File: config.mk
export PLATFORM = sky130hd
export DESIGN_NAME = funct_generator_wave_engine
export DESIGN_NICKNAME = d
export VERILOG_FILES = /design/src/rtl/funct_generator_pkg.sv /design/src/rtl/funct_generator_wave_ram.sv /design/src/rtl/funct_generator_wave_engine.sv
export SDC_FILE = /design/constraint.sdc
export NUM_CORES = 1
export LEC_CHECK = 0
export ABC_AREA = 1
export ABC_CLOCK_PERIOD_IN_PS = 2100
export CAP_MARGIN = 20
export CORE_MARGIN = 10
export CORE_UTILIZATION = 55
export CTS_BUF_LIST = sky130_fd_sc_hd__clkbuf_4
export DETAILED_ROUTE_END_ITERATION = 16
export DONT_BUFFER_PORTS = 1
export GPL_TIMING_DRIVEN = 0
export HOLD_SLACK_MARGIN = 0.12
export PLACE_DENSITY = 0.76
export SLEW_MARGIN = 30
export SYNTH_ARGS = -nofsm -noshare
export SYNTH_HDL_FRONTEND = slang
export SYNTH_SLANG_ARGS = --single-unit
File: constraint.sdc
create_clock -name clk -period 2.1 [get_ports clk]
set_clock_uncertainty 0.2 [all_clocks]
set_input_delay 0.315 -clock clk [delete_from_list [all_inputs] [get_ports clk]]
set_output_delay 0.315 -clock clk [all_outputs]
set_load 0.1 [all_outputs]
File: src/rtl/funct_generator_pkg.sv
// Shared types and default sizing for the function-generator datapath.
package funct_generator_pkg;

  localparam int DEF_DATA_W = 8;
  localparam int DEF_DEPTH  = 16;
  localparam int DEF_DIV_W  = 8;

  typedef enum logic [1:0] {
    IDLE  = 2'b00,
    RUN   = 2'b01,
    STALL = 2'b10,
    XX    = 'x
  } gen_state_e;

endpackage

File: src/rtl/funct_generator_wave_ram.sv
// Waveform table: DEPTH x DATA_W registers, synchronous write, combinational read.
module funct_generator_wave_ram #(
  parameter int DATA_W = 8,
  parameter int DEPTH  = 16,
  localparam int AW    = $clog2(DEPTH)
) (
  input  logic              clk,
  input  logic              we,
  input  logic [AW-1:0]     waddr,
  input  logic [DATA_W-1:0] wdata,
  input  logic [AW-1:0]     raddr,
  output logic [DATA_W-1:0] rdata
);

  logic [DATA_W-1:0] mem [DEPTH];

  always_ff @(posedge clk) begin
    if (we) mem[waddr] <= wdata;
  end

  assign rdata = mem[raddr];

endmodule

File: src/rtl/funct_generator_wave_engine.sv
// Loads a sample table in config mode and replays it cyclically every div_i+1 cycles
// as a valid/ready stream (first sample 1 cycle after RUN); FG_STALL_CNT_EN adds stall_cnt_o.
module funct_generator_wave_engine
  import funct_generator_pkg::*;
#(
  parameter int DATA_W = DEF_DATA_W,
  parameter int DEPTH  = DEF_DEPTH,
  parameter int DIV_W  = DEF_DIV_W,
  localparam int AW    = $clog2(DEPTH),
  localparam int LEN_W = AW + 1
) (
  input  logic              clk,
  input  logic              rst,
  input  logic              clrh_addr_i,
  input  logic              enh_config_i,
  input  logic              enh_gen_i,
  input  logic [DATA_W-1:0] cfg_data_i,
  input  logic              cfg_valid_i,
  output logic              cfg_ready_o,
  input  logic [DIV_W-1:0]  div_i,
  output logic [DATA_W-1:0] sample_o,
  output logic              sample_valid_o,
  input  logic              sample_ready_i,
`ifdef FG_STALL_CNT_EN
  output logic [15:0]       stall_cnt_o,
`endif
  output logic [LEN_W-1:0]  len_o
);

  logic              cfg_prev;
  logic              session_start;
  logic              wr_en;
  logic [AW-1:0]     wr_addr;
  logic [AW-1:0]     rd_addr;
  logic [AW-1:0]     rd_wrap;
  logic [DATA_W-1:0] rd_data;
  logic [DIV_W-1:0]  div_cnt;
  logic              gen_ok;
  logic              pending;

  gen_state_e        state, state_nxt;
  logic [AW-1:0]     rd_nxt;
  logic [DIV_W-1:0]  div_nxt;
  logic [DATA_W-1:0] smp_nxt;
  logic              vld_nxt;

  // Config write path runs independently of the generator, so a clear never disturbs a load.
  assign session_start = enh_config_i && !cfg_prev;
  assign cfg_ready_o   = enh_config_i && !session_start && (len_o < LEN_W'(DEPTH));
  assign wr_en         = cfg_valid_i && cfg_ready_o;

  always_ff @(posedge clk or posedge rst) begin
    if (rst) begin
      cfg_prev <= 1'b0;
      wr_addr  <= '0;
      len_o    <= '0;
    end else begin
      cfg_prev <= enh_config_i;
      if (session_start) begin
        wr_addr <= '0;
        len_o   <= '0;
      end else if (wr_en) begin
        wr_addr <= wr_addr + AW'(1);
        len_o   <= len_o + LEN_W'(1);
      end
    end
  end

  funct_generator_wave_ram #(
    .DATA_W (DATA_W),
    .DEPTH  (DEPTH)
  ) u_ram (
    .clk   (clk),
    .we    (wr_en),
    .waddr (wr_addr),
    .wdata (cfg_data_i),
    .raddr (rd_addr),
    .rdata (rd_data)
  );

  assign gen_ok  = enh_gen_i && !enh_config_i;
  assign pending = sample_valid_o && !sample_ready_i;
  // >= keeps the pointer in range even if a shorter table was loaded since the last clear.
  assign rd_wrap = ({1'b0, rd_addr} >= (len_o - LEN_W'(1))) ? '0 : rd_addr + AW'(1);

  always_comb begin
    state_nxt = state;
    rd_nxt    = rd_addr;
    div_nxt   = div_cnt;
    smp_nxt   = sample_o;
    vld_nxt   = sample_valid_o;
    if (clrh_addr_i) begin
      rd_nxt    = '0;
      div_nxt   = div_i;
      vld_nxt   = 1'b0;
      state_nxt = IDLE;
    end else begin
      case (state)
        IDLE: begin
          if (gen_ok && (len_o != '0)) begin
            state_nxt = RUN;
            div_nxt   = '0;
          end
        end
        RUN: begin
          if (pending) begin
            state_nxt = STALL;
          end else if (!gen_ok) begin
            vld_nxt   = 1'b0;
            state_nxt = IDLE;
          end else if (div_cnt == '0) begin
            smp_nxt = rd_data;
            vld_nxt = 1'b1;
            div_nxt = div_i;
            rd_nxt  = rd_wrap;
          end else begin
            vld_nxt = 1'b0;
            div_nxt = div_cnt - DIV_W'(1);
          end
        end
        STALL: begin
          if (sample_ready_i) begin
            vld_nxt   = 1'b0;
            state_nxt = RUN;
          end
        end
        default: state_nxt = XX;
      endcase
    end
  end

  always_ff @(posedge clk or posedge rst) begin
    if (rst) begin
      state          <= IDLE;
      rd_addr        <= '0;
      div_cnt        <= '0;
      sample_o       <= '0;
      sample_valid_o <= 1'b0;
    end else begin
      state          <= state_nxt;
      rd_addr        <= rd_nxt;
      div_cnt        <= div_nxt;
      sample_o       <= smp_nxt;
      sample_valid_o <= vld_nxt;
    end
  end

`ifdef FG_STALL_CNT_EN
  always_ff @(posedge clk or posedge rst) begin
    if (rst) begin
      stall_cnt_o <= '0;
    end else if (clrh_addr_i) begin
      stall_cnt_o <= '0;
    end else if (pending && (stall_cnt_o != 16'hFFFF)) begin
      stall_cnt_o <= stall_cnt_o + 16'd1;
    end
  end
`endif

endmodule

==> results list, run 1 <==
* Part of the cycle the worst path needs: 123%
* Power per unit of standard cell area: 742 nW/µm²
- Area added between synthesis and finish: 22.2%
- For this design, the sink count on the clock tree is 161.
- For this design the top-level I/O count stands at 38.
- Die boundary height: between 100 and 150 µm
* R2R setup slack: -0.48 ns
- The path class of the tightest hold or removal check is in -> reg.
- After layout, the minimum clock period comes to 2.58 ns.
- Number of hold violations in the final report: 0
- Hold wc startpoint: div_i[2]
- The first global-routing pass estimated 28700 µm of wire.
- In this run, synthesis inferred roughly 130 flip-flops with an integrated enable.
- The worst setup path is captured at a flip-flop.
- Clock-pin slew was measured on the worst setup and hold paths at 0.14 ns.
* Post-detailed-placement half-perimeter wirelength: 11500 µm
* Setup violations, final: between 100 and 150
* Outcome: complete, but fails checks
- Sequential elements use 65.4% of the synthesized area.
* Data required time of the critical path: 2.20 ns
- Nets: 760
* Sink of the worst hold path: div_cnt[2]
- The number of global-route vias before repair is 5229.
- In the final routed layout, each cell accounts on average for 21.6 µm.
- Post-synthesis area per instance: 11.0 µm²
- The count of final max-slew check failures is 0.
- Worst max-slew margin expressed relative to the limit: 45.8%
* Setup repair after global routing missed its margin: yes
- The initialized floorplan defines 41 standard-cell rows.
* Number of non-filler instances in the completed layout: 910
- TritonCTS built the clock tree.
- In the global route stage, overall resource usage came out at 21.0%.
* Critical path, cell by cell: nor2_4, nand2_2, inv_2, buf_12, nand2_8, nor3_4, buf_6
- Setup slack on the critical path of the routed design comes to -0.484 ns.
- Summed over all cells, the static leakage comes to 3.23 nW.
- Die Area: between 15000 and 20000 µm²
- Filler instances: roughly 840
- Entering global routing, the biggest net connects 34 pins.
- Clock tree synthesis inserted a total of 17 buffers.
* Summed instance area of the synthesized netlist: 7140 µm²
- Synthesized instance count: approximately 650
- Clk_lat worst skew: 0.57 ns
- Multi-input logic area: 2450 µm²
- The core region is 12700 µm².
- Final wirelength: 19600 µm
- Arrival time of the worst setup path: about 2.7 ns
* Launch instance of the worst register-to-register path: len_o[4]
* Max Clock Freq: roughly 0.39 GHz
- Measured on the finished design, the core utilization comes to just under 70%.
* Fraction of final layout cells sized beyond drive strength 1: 23.4%
* Worst Hold Depth: 3
- DR vias/cell: 6.01
- The largest single stage delay on the critical path is 0.67 ns.
* Count of cells along the worst register-to-register path: 7
* Footprint of the flip-flops and latches: approximately 4700 µm²
- Number of warnings issued by yosys: 0
- The first TritonRoute pass finished after 6 iterations.
- For this run, asynchronously set or reset flops after synthesis account for 20.5%.
- After synthesis, the netlist uses 35 different library cells.
* Buffer cell driving the clock tree root: sky130_fd_sc_hd__clkbuf_4
- Most used DFF post-synth: sky130_fd_sc_hd__edfxtp_1
- After synthesis the netlist holds a flip-flop and latch count of ~160.
* Commonest non-fill, non-tap cells in the layout: 128 x sky130_fd_sc_hd__edfxtp_1, 106 x sky130_fd_sc_hd__nor2_1, 75 x sky130_fd_sc_hd__nand2_1
- In this run the critical register-to-register path is captured at u_ram.mem[11][5].
- Die extent in x: 134 µm
- VDD sags by at most 0.000455 V.
- DRC marker count from the first detailed-route iteration: 704
- H-tree depth reported by CTS: 4
- GRT overflow: 0
- The congestion estimate from routability-driven global placement came to 0.919.
* Max stage delay cell, worst path: sky130_fd_sc_hd__dfrtp_4
- The clock passes through at most 2 buffers.
- Post-Syn Nets: roughly 680
- Post-detailed-route count of antenna-violating nets: 0
- Slew at the pin closest to its max-slew limit: 0.810 ns
* CP max FO: 5
- Count of input and output buffers: 0
- After detailed routing, the number of remaining DRC violations is 0.
- Leaving out fill and tap cells, the most frequent cell in the layout is sky130_fd_sc_hd__edfxtp_1.
* Violated checks: negative setup slack
- Across all layers, the routed design uses about 5500 vias.
- By startpoint and endpoint, the worst setup path is classified as reg -> reg.
- For this configuration, the core starts out at a cell density of 56.4%.
- The tool flagged a number of max-cap violations equal to 0.
* CP Launch Type: flip-flop
- Placed cell count: 819
- The initial antenna violation count came to 1.
## area by class of cell
type,instances,area share [%]
clock buffers,17,1.46
repair buffers,57,7.21
plain buffers,27,2.57
diodes,2,0.0574
clock inverters,15,2.35
well taps,172,2.47
inverters,44,1.98
multi-input cells,415,28.0
flip-flops and latches,161,53.9
## kinds of logic (layout without fill, tap and decap cells)
group,Yosys count,after routing,synth area share (%)
AOI/OAI and AO/OA,134,134,10.8
other,0,2,0
xor gates and xnor gates,7,7,0.859
and+or+nand+nor,260,260,15.5
DFF,161,161,65.4
adders and majority gates,14,14,2.45
buffers and inverters,71,160,4.99
## report_power, final
group          internal [mW]  total [mW]  switching (mW)
logic                  0.249       0.659           0.411
clock network          0.959        2.11            1.16
registers               3.52        3.70           0.179
## stage by stage
step / total power [mW] / instance area, µm² / hold WS (ns) / worst slack, ns / TNS, ns
2_1_floorplan: 4.12 / 7290 / 0.146 / -0.347 / -35.95
3_3_place_gp: 4.19 / 7510 / 0.147 / -0.605 / -65.95
3_5_place_dp: 4.22 / 7510 / 0.147 / -0.662 / -68.67
4_1_cts: 6.42 / 8520 / 0.185 / -0.388 / -47.95
5_1_grt: 6.68 / 8720 / 0.288 / -0.526 / -65.12
6_report: 6.47 / 8720 / 0.321 / -0.484 / -58.16
## sequential cells by signal (all words and copies together) (netlist names)
| register | flops |
|---|---|
| cfg_prev | 1 |
| sample_valid_o | 1 |
| wr_addr | 4 |
| div_cnt | 8 |
| sample_o | 8 |
| len_o | 5 |
| u_ram.mem | 128 |
| rd_addr | 4 |
| state | 2 |
## critical path: cells and delay by family (launching register included)
family / cells / cell delay [ns]
buffers and inverters: 3 / 0.44
and+or+nand+nor: 4 / 1.01
DFF: 1 / 0.67
## layer usage
metal | vias to the layer above | part of all wire, % | track usage [%]
met1 | 2649 | 36 | 24.7
met4 | 0 | 3.4 | 9.55
li1 | 2413 | - | -
met2 | 349 | 51 | 34.5
met3 | 60 | 9.7 | 6.57
met5 | - | 0 | 0
## synthesized netlist by cell type (10+ instances only)
cell                       number  area, µm²
sky130_fd_sc_hd__dfrtp_1       33        826
sky130_fd_sc_hd__o21ai_1       31        155
sky130_fd_sc_hd__o21ai_0       56        280
sky130_fd_sc_hd__inv_1         36        135
sky130_fd_sc_hd__o211ai_1      32        240
sky130_fd_sc_hd__nand3_1       28        140
sky130_fd_sc_hd__nand2_1       85        319
sky130_fd_sc_hd__nor2_1       123        462
sky130_fd_sc_hd__ha_1          14        175
sky130_fd_sc_hd__buf_6         10        113
sky130_fd_sc_hd__edfxtp_1     128       3840
## how the worst max path moves through the flow
stage                         from               end  slack [ns]  cells after the start
after floorplan           len_o[4]  u_ram.mem[11][0]       -0.35                      6
after global placement    len_o[4]   u_ram.mem[3][2]       -0.61                      6
after detailed placement  len_o[4]   u_ram.mem[3][5]       -0.66                      6
after CTS                 len_o[4]   u_ram.mem[7][3]       -0.39                      6
after global routing      len_o[4]  u_ram.mem[11][7]       -0.53                      7
final                     len_o[4]  u_ram.mem[11][5]       -0.48                      7
## timing repair
action                                  in CTS  in global routing
cloned                                       0                  1
endpoints found under the hold margin      250                  0
endpoints found under the setup margin     144                154
pin swaps                                   20                 19
hold buffers                                26                  0
setup buffers                               22                 12
resized for setup                           50                 38
(Power assumes the default switching activity.)
==> inputs of run 2 (changes only) <==
Settings changed: ABC_CLOCK_PERIOD_IN_PS 2100 to 3100, CORE_ASPECT_RATIO set to 0.5, PLACE_DENSITY 0.76 to 0.73.
Clock period 2.1 ns to 3.1 ns, I/O delays scaled along.
==> run 2 against run 1 <==
The run now ends clean. Cell area down 9.1%. Register-to-register slack better by 0.49 ns. Setup slack better by 0.49 ns. Non-clock buffer count down 34. Critical path depth down 1. Routed wire length down 11%. Worst hold slack worse by 0.072 ns. Final cell count down 4.1%. Maximum frequency down 16%.
==> results list, run 2 (synthesis results as in run 1) <==
* Max FFs per register: 128 (unchanged)
* Type of the setup path with the least slack: reg -> reg
- Global-route wire length before repair: 26400 µm (-8.1%)
* Shortest clock period the worst path allows after layout: 3.09 ns (+0.510 ns)
- Max stage delay cell, worst path: sky130_fd_sc_hd__dfrtp_2
- The normalized max-slew margin came to 32.9% (-13 points).
* Power per unit of standard cell area: 511 nW/µm² (-31%)
- The remaining antenna violation count is 0 (unchanged).
- The violation count after the first detailed-route iteration was 674 (-4.3%).
- Pleak: 2.95 nW (-8.7%)
- Site row count: 29 (-29%)
* Critical path, cell by cell: nor2_4, nand2_1, inv_1, buf_4, nand2_1, nor2_2
- CP Launch Type: flip-flop
- Total count of max-transition violations in the final report: 0 (unchanged)
- The maximum ir drop on the vdd rail was 0.000250 V (-45%).
* Placed cell count: 817 (-0.24%)
- Number of global-route vias before repair: 4583 (-12%)
* Commonest non-fill, non-tap cells in the layout: 128 x sky130_fd_sc_hd__edfxtp_1, 107 x sky130_fd_sc_hd__nor2_1, 85 x sky130_fd_sc_hd__nand2_1
- Nets: 726 (-4.5%)
- Final wirelength: 17500 µm (-11%)
* Register bank with the most flops: u_ram.mem
* Data required time of the critical path: 3.11 ns (+0.91 ns)
* Cell Area, Placed: 7370 µm² (-1.9%)
- Among cell families on the critical path, the largest total delay comes from simple AND/OR/NAND/NOR gates.
- Clk_lat worst skew: 0.57 ns (about the same)
- Die extent in x: 181 µm (+35%)
- The CTS sink count is 161 (unchanged).
- Area added between synthesis and finish: 11.1%
- Dominant cell type by count on the critical path: sky130_fd_sc_hd__nand2_1
* GRT overflow: 0 (unchanged)
- The largest stage delay on the critical path is 0.66 ns (about the same).
* Post-detailed-placement half-perimeter wirelength: 11700 µm (+2.3%)
- The die outline area came to 18200 µm² (+1.5%).
- The detailed-router iteration count before antenna repair is 6 (unchanged).
* Element type at the critical path end: flip-flop
- The clock slew at the register clock pins of the worst setup and hold paths was 0.14 ns (about the same).
- The number of hold-slack violations in the final timing report was 0 (unchanged).
- The pin count of the biggest net entering global routing came to 34 (unchanged).
- Slew at the pin closest to its max-slew limit: 1.01 ns (+0.197 ns)
- The design area came to 7930 µm² (-9.1%).
- Buffer cell driving the clock tree root: sky130_fd_sc_hd__clkbuf_4
- Residual DRC count: 0 (unchanged)
- The data arrival at the endpoint of the critical path is 3.11 ns (+0.43 ns).
* Number of non-filler instances in the completed layout: 873 (-4.1%)
- Outcome: complete, no violations
* Number of antenna violations at the first check in global routing: 1 (unchanged)
- The overall fraction of global-route tracks in use is 18.9% (-2.1 points).
* Share of the core filled with cells in the final layout: 62.4% (-6.4 points)
- The buffer depth of the longest clock path is 2 (unchanged).
- TritonCTS clock tree: built
* Io pins: 38 (unchanged)
- The post-detailed-route via-to-cell ratio is 5.79 (-3.7%).
- The floorplan die height came to 101 µm (-25%).
- The share of cells above drive strength 1 came to 12.8% (-11 points).
- Clock buffer count from CTS: 17 (unchanged)
* Buffers plus inverters on the worst setup path: 2 (-1)
- The effective utilization at floorplan came to 56.2% (-0.13 points).
- Vias: 5056 (-7.6%)
- RD Place Congestion: 0.894 (-2.7%)
- Setup violations, final: 0 (-100%)
- Commonest non-fill, non-tap cell in the layout: sky130_fd_sc_hd__edfxtp_1
* Part of the cycle the worst path needs: 99.8% (-23 points)
* Number of max-capacitance violations reported: 0 (unchanged)
- The min-delay analysis places its worst path in the category in -> async.
- The maximum fanout along the worst path came to 10 (+5).
- H-tree depth reported by CTS: 4 (unchanged)
- Largest registers: u_ram.mem (128), div_cnt (8), sample_o (8)
- Count of input and output buffers: 0 (unchanged)
- Max Clock Freq: 0.323 GHz (-16%)
- Setup repair after global routing missed its margin: yes
* Detailed-route wire length per cell: 20.1 µm (-7.1%)
- Area inside the core boundary: 12700 µm² (+0.23%)
-- run 2: cell types whose count changed in the layout (fill, tap and decap cells not counted), moves of 5 or more --
cell and delta:
sky130_fd_sc_hd__buf_12 -5, sky130_fd_sc_hd__nor2_2 +11, sky130_fd_sc_hd__buf_4 -10, sky130_fd_sc_hd__o21ai_0 +7, sky130_fd_sc_hd__dfrtp_2 -10, sky130_fd_sc_hd__o21ai_2 -6
sky130_fd_sc_hd__nand2_1 +10, sky130_fd_sc_hd__nor2_4 -12, sky130_fd_sc_hd__dfrtp_1 +14, sky130_fd_sc_hd__nand2_2 -5, sky130_fd_sc_hd__buf_6 -14
-- run 2: path summary, 6_finish.rpt --
| kind | from | end | slack (ns) | cells after the start |
|---|---|---|---|---|
| max reg2reg | len_o[4] | u_ram.mem[13][6] | 0.006 | 6 |
| min | rst | len_o[3] | 0.25 | 2 |
| min in group clk | enh_config_i | wr_addr[3] | 0.32 | 5 |
| max in group asynchronous | rst | len_o[4] | 1.97 | 2 |
| max | len_o[4] | u_ram.mem[13][6] | 0.006 | 6 |
| min reg2reg | wr_addr[3] | wr_addr[3] | 0.35 | 1 |
-- run 2: timing repair --
action / in CTS / in global routing
endpoints found under the hold margin: 189 / 0
setup endpoints to repair: 128 / 112
setup buffers: 0 / 1
pin swaps: 1 / 2
hold buffers: 22 / 0
gates resized for setup: 18 / 2
-- run 2: power by group --
part,total (mW),internal (mW),switching [mW]
clock,1.20,0.407,0.791
sequential,2.50,2.38,0.119
combinational,0.358,0.122,0.237
total,4.06,2.91,1.15
-- run 2: through the flow --
stage	power [mW]	TNS (ns)	setup slack, ns	hold slack (ns)
2_1_floorplan	2.78	0	0.169	0.276
3_3_place_gp	2.84	-35.70	-0.334	0.297
3_5_place_dp	2.85	-40.39	-0.379	0.297
4_1_cts	4.05	-0.000615	-0.000615	0.266
5_1_grt	4.19	-5.23	-0.0967	0.284
6_report	4.06	0	0.00596	0.249
-- run 2: area by class of cell --
type	count	area [µm²]
antenna	1	2.50
buffer	27	191
clock buffer	17	128
clock inverter	15	133
fill	978	4770
inverter	44	165
multi-input combinational	415	2190
sequential	161	4670
tap	170	213
timing repair buffer	23	240
-- run 2: per-layer routing --
layer / up-vias / GRT usage (%) / part of all wire [%]
li1: 2337 / - / -
met1: 2420 / 25.7 / 42
met2: 270 / 28.4 / 45
met3: 29 / 6.31 / 11
met4: 0 / 5.78 / 1.8
met5: - / 0 / 0
==> inputs of run 3 (changes only) <==
Settings changed: SETUP_SLACK_MARGIN set to 0.02.
==> run 3 against run 2 <==
Critical path depth up 1. Global-route usage hardly changed. Die area unchanged.
==> results list, run 3 (synthesis results as in run 1) <==
* Outcome: complete, no violations
- DR vias/cell: 5.81 (+0.38%)
* Pleak: 2.95 nW (about the same)
- The post-detailed-route wirelength per cell is 20.2 µm (+0.53%).
- Die boundary height: 101 µm (unchanged)
- The minimum clock period after layout came to 3.05 ns (-0.0478 ns).
- Post-detailed-placement half-perimeter wirelength: 11700 µm (unchanged)
* DRC marker count from the first detailed-route iteration: 639 (-5.2%)
* Power per unit of standard cell area: 510 nW/µm² (-0.29%)
- Maximum number of pins on one net before global-route repair: 34 (unchanged)
- Buffers plus inverters on the worst setup path: 3 (+1)
* Largest registers: u_ram.mem (128), div_cnt (8), sample_o (8)
- The tightest hold margin was 0.244 ns (-0.00507 ns).
- met2 is the most crowded layer.
- Site row count: 29 (unchanged)
* H-tree depth reported by CTS: 4 (unchanged)
- Crit-path leading delay family: simple AND/OR/NAND/NOR gates
* Worst max-slew margin expressed relative to the limit: 33.0% (+0.13 points)
- The library cell used most frequently in the layout, excluding fill and tap cells, is sky130_fd_sc_hd__edfxtp_1.
- The utilization of the core after routing is 62.7% (+0.22 points).
* Area added between synthesis and finish: 11.4%
- Max stage delay cell, worst path: sky130_fd_sc_hd__dfrtp_4
* Starting Density: 56.2% (unchanged)
- Post-detailed-route count of antenna-violating nets: 0 (unchanged)
* First-pass iteration count of the detailed router: 5 (-1)
* Total count of max-transition violations in the final report: 0 (unchanged)
- Filler instances: 971 (-0.72%)
- Data required time of the critical path: 3.19 ns (+0.08 ns)
- The part of the cycle the worst path needs came to 98.3% (-1.5 points).
- The maximum achievable frequency was 0.328 GHz (+1.6%).
- Residual DRC count: 0 (unchanged)
- The number of failing setup endpoints in the final timing report was 0 (unchanged).
- Max FFs per register: 128 (unchanged)
- Count of cells along the worst register-to-register path: 7 (+1)
* Buffer cell driving the clock tree root: sky130_fd_sc_hd__clkbuf_4
- The data arrival at the endpoint of the critical path is 3.13 ns (+0.02 ns).
- The transition time at the pin with the least slew margin is 1.01 ns (-0.00201 ns).
* Critical path, cell by cell: nor2_4, nand2_1, inv_1, buf_4, nand2_1, nor3_4, buf_12
- CP max FO: 10 (unchanged)
- Vias: 5075 (+0.38%)
- The total congestion overflow was 0 (unchanged).
- In the layout the commonest cells are 128 x sky130_fd_sc_hd__edfxtp_1, 107 x sky130_fd_sc_hd__nor2_1, 85 x sky130_fd_sc_hd__nand2_1.
- The worst setup path is launched from a flip-flop.
* Dominant cell type by count on the critical path: sky130_fd_sc_hd__nand2_1
* Number of gates on the worst path with buffers counted: 7 (+1)
- Number of global-route vias before repair: 4586 (+0.065%)
- Number of non-filler instances in the completed layout: 873 (unchanged)
* Setup repair after global routing missed its margin: yes
- Overall global routing resource usage: 18.9% (+0.031 points)
* CTS Buffer Depth: 2 (unchanged)
* Routing usage on met2: 28.4% (+0.084 points)
* Number of max-capacitance violations reported: 0 (unchanged)
- Startpoint of the most critical setup path: len_o[4]
- Fraction of final layout cells sized beyond drive strength 1: 12.8% (unchanged)
- Number of hold violations in the final report: 0 (unchanged)
- Placed cell count: 817 (unchanged)
* RD Place Congestion: 0.894 (unchanged)
- The worst setup path is of the reg -> reg kind.
- Tightest Hold Check Type: in -> async
- The chip width is 181 µm (unchanged).
* Element type at the critical path end: flip-flop
- In this run the critical register-to-register path is launched from len_o[4].
- The final wirelength came to 17600 µm (+0.53%).
* Maximum resistive drop on vdd: 0.000249 V (-0.29%)
- Clock buffer count from CTS: 17 (unchanged)
- Die Area: 18200 µm² (unchanged)
* Area inside the core boundary: 12700 µm² (unchanged)
* Global-route wire length before repair: 26500 µm (+0.23%)
- Clk pin slew, worst setup/hold paths: 0.14 ns (about the same)
- Count of input and output buffers: 0 (unchanged)
- Met3 track demand over resource in global routing: 6.24% (-0.072 points)
- The latest clock arrival within the worst-skew pair is 0.57 ns (about the same).
* Clock Sinks: 161 (unchanged)
* Io pins: 38 (unchanged)
* TritonCTS clock tree: built
- Number of antenna violations at the first check in global routing: 1 (unchanged)
- The largest stage delay on the critical path is 0.66 ns (about the same).
* GR met1 Demand/Resource: 25.7% (+0.068 points)
- Nets: 726 (unchanged)
- More flip-flops sit in one register than any other, and that register is u_ram.mem.
[run 3: changes by cell type in the layout (fill, tap and decap cells not counted)]
cell	change
sky130_fd_sc_hd__dfrtp_4	+1
sky130_fd_sc_hd__nor2_2	-5
sky130_fd_sc_hd__nor2_4	+5
sky130_fd_sc_hd__dfrtp_2	-1
[run 3: worst reg2reg max path: stages (launching register included)]
cell and delay [ns]:
sky130_fd_sc_hd__dfrtp_4 0.66, sky130_fd_sc_hd__nor2_4 0.56, sky130_fd_sc_hd__nand2_1 0.24, sky130_fd_sc_hd__inv_1 0.16
sky130_fd_sc_hd__buf_4 0.18, sky130_fd_sc_hd__nand2_1 0.31, sky130_fd_sc_hd__nor3_4 0.30, sky130_fd_sc_hd__buf_12 0.16
[run 3: report_power, final]
part / leakage, nW / switching [mW] / internal (mW) / total [mW]
sequential: 1.59 / 0.119 / 2.38 / 2.50
clock: 0.136 / 0.792 / 0.407 / 1.20
combinational: 1.22 / 0.237 / 0.122 / 0.359
total: 2.95 / 1.15 / 2.91 / 4.06
[run 3: layout make-up]
| cell class | instances | area [µm²] | share of cell area (%) |
|---|---|---|---|
| clock buffers | 17 | 128 | 1.60 |
| multi-input cells | 415 | 2210 | 27.8 |
| well taps | 170 | 213 | 2.67 |
| inverters | 44 | 165 | 2.08 |
| diodes | 1 | 2.50 | 0.0314 |
| plain buffers | 27 | 191 | 2.41 |
| flip-flops and latches | 161 | 4670 | 58.7 |
| clock inverters | 15 | 133 | 1.67 |
| repair buffers | 23 | 240 | 3.02 |
[run 3: path summary, 6_finish.rpt]
path	to	slack, ns
worst min-delay path	cfg_prev	0.24
max in group asynchronous	len_o[4]	1.95
worst min register to register	wr_addr[3]	0.34
worst max register to register	u_ram.mem[11][6]	0.05
min in group clk	wr_addr[3]	0.32
worst max-delay path	u_ram.mem[11][6]	0.05
[run 3: repair_timing]
item,4_1_cts,5_1_grt
buffers inserted,0,1
endpoints found under the hold margin,189,0
pin swaps,1,2
setup endpoints to repair,128,104
cloned,0,0
hold buffers,22,0
resized for setup,20,6
[run 3: per-stage QoR]
step | TNS (ns) | power, mW | cell area (µm²) | worst slack [ns]
after floorplan | 0 | 2.78 | 7150 | 0.169
after global placement | -35.70 | 2.84 | 7370 | -0.334
after detailed placement | -40.39 | 2.85 | 7370 | -0.379
after CTS | 0 | 4.05 | 7910 | 0.0301
after global routing | -1.57 | 4.19 | 7960 | -0.0484
final | 0 | 4.06 | 7960 | 0.0538
[run 3: layer usage]
metal  routed length (µm)  share of wire [%]
met4                  344                2.0
met1                 7290                 41
met3                 2080                 12
met5                    0                  0
met2                 7890                 45
